--- config.mk ---
export PLATFORM = sky130hd
export DESIGN_NAME = threshold_reset_scheduler
export DESIGN_NICKNAME = d
export VERILOG_FILES = /design/src/rtl/threshold_reset_scheduler.sv
export SDC_FILE = /design/constraint.sdc
export NUM_CORES = 1
export LEC_CHECK = 0
export ABC_AREA = 0
export CORE_MARGIN = 2
export CORE_UTILIZATION = 53
export DETAILED_ROUTE_END_ITERATION = 8
export GPL_ROUTABILITY_DRIVEN = 0
export HOLD_SLACK_MARGIN = 0.08
export PLACE_DENSITY = 0.83
export SLEW_MARGIN = 20
export SYNTH_ARGS = -nofsm -noshare
export SYNTH_HDL_FRONTEND = slang
export SYNTH_SLANG_ARGS = --single-unit
--- constraint.sdc ---
create_clock -name clk -period 3.4 [get_ports clk]
set_input_delay 0.68 -clock clk [delete_from_list [all_inputs] [get_ports clk]]
set_output_delay 0.68 -clock clk [all_outputs]
set_load 0.01 [all_outputs]
--- src/rtl/threshold_reset_scheduler.sv ---
// rtl/threshold_reset_scheduler.sv - event counter with threshold-triggered, fixed-latency clear
module threshold_reset_scheduler #(
    parameter int CNT_W       = 4,
    parameter int RESET_DELAY = 2,
    parameter int THR_INIT    = 8,
    parameter int EVT_W       = 8
) (
    input  logic             clk,
    input  logic             rst,
    input  logic             inc,
    input  logic             soft_clr,
    input  logic             cfg_valid,
    input  logic [CNT_W-1:0] cfg_threshold,
    output logic             cfg_ready,
    output logic [CNT_W-1:0] count,
    output logic             over,
    output logic             clr,
    output logic             wrap,
    output logic             inc_drop,
    output logic [EVT_W-1:0] clr_events
);

    typedef enum logic {RUN, PEND} state_t;

    localparam logic [CNT_W-1:0] CNT_MAX  = '1;
    localparam logic [CNT_W-1:0] THR_RST  = CNT_W'(THR_INIT);
    localparam logic [3:0]       DELAY_M1 = 4'(RESET_DELAY - 1);
    localparam logic [EVT_W-1:0] EVT_MAX  = '1;

    state_t           state, state_nxt;
    logic [3:0]       timer, timer_nxt;
    logic [CNT_W-1:0] threshold;
    logic [CNT_W-1:0] count_nxt;
    logic             wrap_nxt;
    logic             drop_nxt;
    logic             evt_inc;
    logic             cfg_fire;

    assign over      = (state == RUN) && (count > threshold);
    assign clr       = (state == RUN) ? (over && (RESET_DELAY == 1)) : (timer == 4'd1);
    assign cfg_ready = !rst && (state == RUN) && !over && !soft_clr;
    assign cfg_fire  = cfg_valid && cfg_ready;

    always_comb begin
        state_nxt = state;
        timer_nxt = timer;
        count_nxt = count;
        wrap_nxt  = 1'b0;
        drop_nxt  = 1'b0;
        evt_inc   = 1'b0;
        if (soft_clr) begin
            state_nxt = RUN;
            timer_nxt = 4'd0;
            count_nxt = '0;
        end else if (state == RUN) begin
            if (over) begin
                // The over cycle already freezes the counter, so its inc is dropped too.
                drop_nxt = inc;
                if (RESET_DELAY == 1) begin
                    count_nxt = '0;
                    evt_inc   = 1'b1;
                end else begin
                    state_nxt = PEND;
                    timer_nxt = DELAY_M1;
                end
            end else if (inc) begin
                count_nxt = count + 1'b1;
                wrap_nxt  = (count == CNT_MAX);
            end
        end else begin
            drop_nxt  = inc;
            timer_nxt = timer - 4'd1;
            if (timer == 4'd1) begin
                count_nxt = '0;
                state_nxt = RUN;
                evt_inc   = 1'b1;
            end
        end
    end

    always_ff @(posedge clk) begin
        if (rst) begin
            state      <= RUN;
            timer      <= 4'd0;
            count      <= '0;
            threshold  <= THR_RST;
            wrap       <= 1'b0;
            inc_drop   <= 1'b0;
            clr_events <= '0;
        end else begin
            state    <= state_nxt;
            timer    <= timer_nxt;
            count    <= count_nxt;
            wrap     <= wrap_nxt;
            inc_drop <= drop_nxt;
            if (cfg_fire)
                threshold <= cfg_threshold;
            if (evt_inc && (clr_events != EVT_MAX))
                clr_events <= clr_events + 1'b1;
        end
    end

endmodule

### Word level (Yosys, flattened, before mapping)

Index checks and enable logic that the tools add are counted.

* add/subtract/negate cells: 3
* order comparisons: 1
* equal/unequal tests: 5
* multiplexer cells: 15
* bitwise gates (word level): 2
* reductions and logical operators: 14

Operator list (count)
* $mux W4: 6
* $mux W1: 9
* $add A8 B1 Y8 const B: 1
* $ne A8 B8 Y1 const B: 1
* $logic_and A1 B1 Y1: 6
* $reduce_or A5 Y1: 1
* $add A4 B1 Y4 const B: 1
* $eq A4 B1 Y1 const B: 1
* $eq A4 B4 Y1 const B: 1
* $gt A4 B4 Y1: 1
* $ne A2 B1 Y1 const B: 2
* $reduce_bool A2 Y1: 2
* $sub A4 B1 Y4 const B: 1
* $logic_not A1 Y1: 3
* $reduce_and A3 Y1: 1
* $not A1 Y1: 2
* $reduce_or A2 Y1: 1

* register bits: 23
* word-level logic and storage cells: 47

### Logic depth before layout (Yosys ltp)

* depth in word-level cells: 6
* mapped depth: 8

### Worst setup path after synthesis

No wires, ideal clock.

* kind: reg2out
* from: register count[2]
* to: output port cfg_ready
* data arrival time: 1.593 ns
* required time: 2.720 ns
* slack: 1.127 ns
* cell stages (with the launch flop): 7
* buffers on the path: 1
* cell sequence: dfxtp_1 ha_1 and2_1 and4_1 a31oi_1 buf_2 nor2_1

* cells in the longest elaborated chain, start to end: 5

RTL lines
* from (decl): line 15 `output logic [CNT_W-1:0] count,`
* from (signal assigned): line 93 `count <= count_nxt;`
* $gt A4 B4 Y1: line 39 `assign over = (state == RUN) && (count > threshold);`
* $logic_and A1 B1 Y1: line 39
* $logic_not A1 Y1: line 41 `assign cfg_ready = !rst && (state == RUN) && !over && !soft_clr;`
* $logic_and A1 B1 Y1 (2 in series): line 41
* to (decl): line 14 `output logic cfg_ready,`

Every way passes these cells.

### Worst setup path after layout

* from: register threshold[2]
* to: output port over

* cells in the longest elaborated chain, start to end: 2

RTL lines
* from (decl): line 32 `logic [CNT_W-1:0] threshold;`
* from (signal assigned): line 97 `threshold <= cfg_threshold;`
* $gt A4 B4 Y1: line 39
* $logic_and A1 B1 Y1: line 39
* to (decl): line 16 `output logic over,`

Every way passes these cells.

==> metrics.txt <==
commonest non-fill, non-tap cell in the layout=clkdlybuf4s50_1; nets=176; status=finished, final reports clean; Seq cells post-synth=23; ranking of synthesized cells by area=dfxtp_1 39%, ha_1 8.6%, nor2_1 4.5%; clock skew=0.00660 ns; minimum clock period=2.87 ns; Worst Setup End Kind=output pin; Crit Path Class=flop to output pin; share of the synthesized area in the top cell type=39.4%; syn avg cell area=8.85 sq um; setup ws final=0.535 ns; max incr delay on CP=0.56 ns; clock buffer depth=2; setup TNS=0 ns; arrival time worst endpoint=2.19 ns; die width=51.0 um; Cells after Synth=132; Core ar.=2020 sq um; clock share of power=27.2%; die area=2600 sq um; worst path cell trace=inv_1 -> ha_1 -> and2_1 -> o21ai_1 -> a32o_1 -> nor2_1 -> clkdlybuf4s50_1; pre-CTS setup slack=0.538 ns; fin. max-slew vios=0; final period utilization=84.3%; Netlist cell types=36; post-CTS setup buffers=0; Slew headroom=70.5%; Vias=1007; largest net degree at the start of global routing=18; adder-cell share of the synthesized area=8.57%; vias in the first global route=1025; Max-Cap Viols=0; CP required=2.72 ns; WL per Instance=12.7 um; CTS root buf=clkbuf_4; Final setup viols=0; Layout area overhead=25.6%; Tot GR Track Use=20.8%; clock-pin slew on the worst setup and hold paths=0.13 ns; standard-cell row count=16; layout cell share with drive strength beyond 1=6.33%; remaining global-route overflow=0; EDFF count, synth=0; WL final=2.36 mm; worst slew pin tran=0.440 ns; DRC violations left=0; Leak=0.539 nW; crit path launch type=flop; Synth Area in Compound Gates=11.8%; vias per cell=5.44; FF-to-FF setup slack=1.30 ns; Pwr Total=0.454 mW; Sw Ratio=24.1%; Fmax achieved=349 MHz; ys async rst share=0%; main combinational cell family by area after synthesis=simple AND/OR/NAND/NOR gates; pwr dens=310 nW/um^2; initial drt markers=10; Power Internal=0.345 mW; XOR/XNOR Fraction of Synth Area=3.75%; die span in y=51.0 um; Hold-fix buffers, CTS=0; Crit Path Max Fanout=3; syn_nets=149; simple-gate portion of the synthesized area=26.7%; yosys warns=0; TritonCTS Sinks=23; commonest non-fill, non-tap cells in the layout=25 x clkdlybuf4s50_1, 23 x dfxtp_1, 14 x nor2_1; PortBufs=25; sequential power share=61.3%; I/O pin count=26; Worst Hold Class=flop to flop; dominant cell type by area after synthesis=dfxtp_1; Comb pwr share=11.5%; ANT cells=0; register area share after synthesis=39.4%; Top delay family on crit path=buffers and inverters; Resized cells post-CTS=0; H-tree Lvls=1; synthesized area=1170 sq um; RSZ-0062 raised after global routing=false; final core utilization=72.6%; multiplexer share of the synthesized area=4.28%; total CTS buffers=3; worst path bufs/invs=2; dpl hpwl=1.80 mm; Routed Antenna Nets=0; Top FF cell, synth=dfxtp_1; first-pass GRT wire length=4.15 mm; TritonCTS clock tree=done; first-pass iteration count of the detailed router=4; CP max stage cell=clkdlybuf4s50_1; initial antenna violation count=0; Clock Latency Late Sink=0.31 ns; P_sw=0.109 mW; worst vdd ir=0.236 mV; Final Hold Viols=0; starting density of the core=57.8%
[registers in the layout, indices dropped and copies added, names as in the netlist]
name        count
clr_events      8
count           4
state           1
threshold       4
wrap            1
timer           4
inc_drop        1
[logic make-up after synthesis]
| group | count (synthesis) |
|---|---|
| buffers and inverters | 15 |
| flip-flops | 23 |
| adder cells (fa/ha/maj) | 8 |
| multiplexers | 5 |
| AO/OA/AOI/OAI | 23 |
| XOR/XNOR | 5 |
| AND/OR/NAND/NOR | 53 |
[tightest hold or removal path: stages, from the launching register on]
cell and delay [ns]:
dfxtp_1 0.34, nand3_1 0.06, o21ai_0 0.06
[metal layers]
layer  up-vias  track usage (%)  routed length [um]
met5         -                0                   0
met1       475             23.0                1050
met3         2             3.22                  75
met4         0             9.46                  12
met2        19             38.5                1210
li1        511                -                   -
[worst paths after layout]
kind,to,from,cells past startpoint
hold / removal,timer[3]$_SDFFE_PP0P_,timer[3]$_SDFFE_PP0P_,2
setup reg to reg,threshold[2]$_SDFFE_PP0P_,count[1]$_SDFFE_PP0P_,7
hold reg to reg,timer[3]$_SDFFE_PP0P_,timer[3]$_SDFFE_PP0P_,2
setup / recovery,over,threshold[2]$_SDFFE_PP0P_,7
[area by class of cell]
cell class / count / area [sq um]
flip-flops and latches: 23 / 460
fillers: 163 / 554
inverters: 10 / 37.5
clock inverters: 1 / 5.00
clock buffers: 3 / 22.5
multi-input cells: 94 / 643
well taps: 27 / 33.8
repair buffers: 27 / 265
[cell usage after synthesis (2+ instances only)]
library cell  number
a21oi_1            9
o21ai_0            6
dfxtp_1           23
nand2_1            5
nand2b_1           7
nand4_1            4
inv_1             10
or3_1              6
clkbuf_1           3
or2b_1             2
xor2_1             4
mux2i_1            5
nand3_1            5
nor2_1            14
ha_1               8
[per-stage QoR]
stage | area, sq um | hold slack (ns) | cells
3_5_place_dp | 1440 | 0.466 | 181
4_1_cts | 1470 | 0.494 | 185
3_3_place_gp | 1440 | 0.460 | 181
5_1_grt | 1470 | 0.517 | 185
2_1_floorplan | 1170 | 0.449 | 132
6_report | 1470 | 0.493 | 185
[power by group through the flow]
stage	clock network [mW]	logic (mW)	registers [mW]
final	0.124	0.0521	0.279
after global routing	0.141	0.0582	0.279
after CTS	0.130	0.0520	0.279
after detailed placement	0	0.0518	0.285
after global placement	0	0.0504	0.284
after floorplan	0	0.0293	0.284
Power figures use the tool's default switching activity.
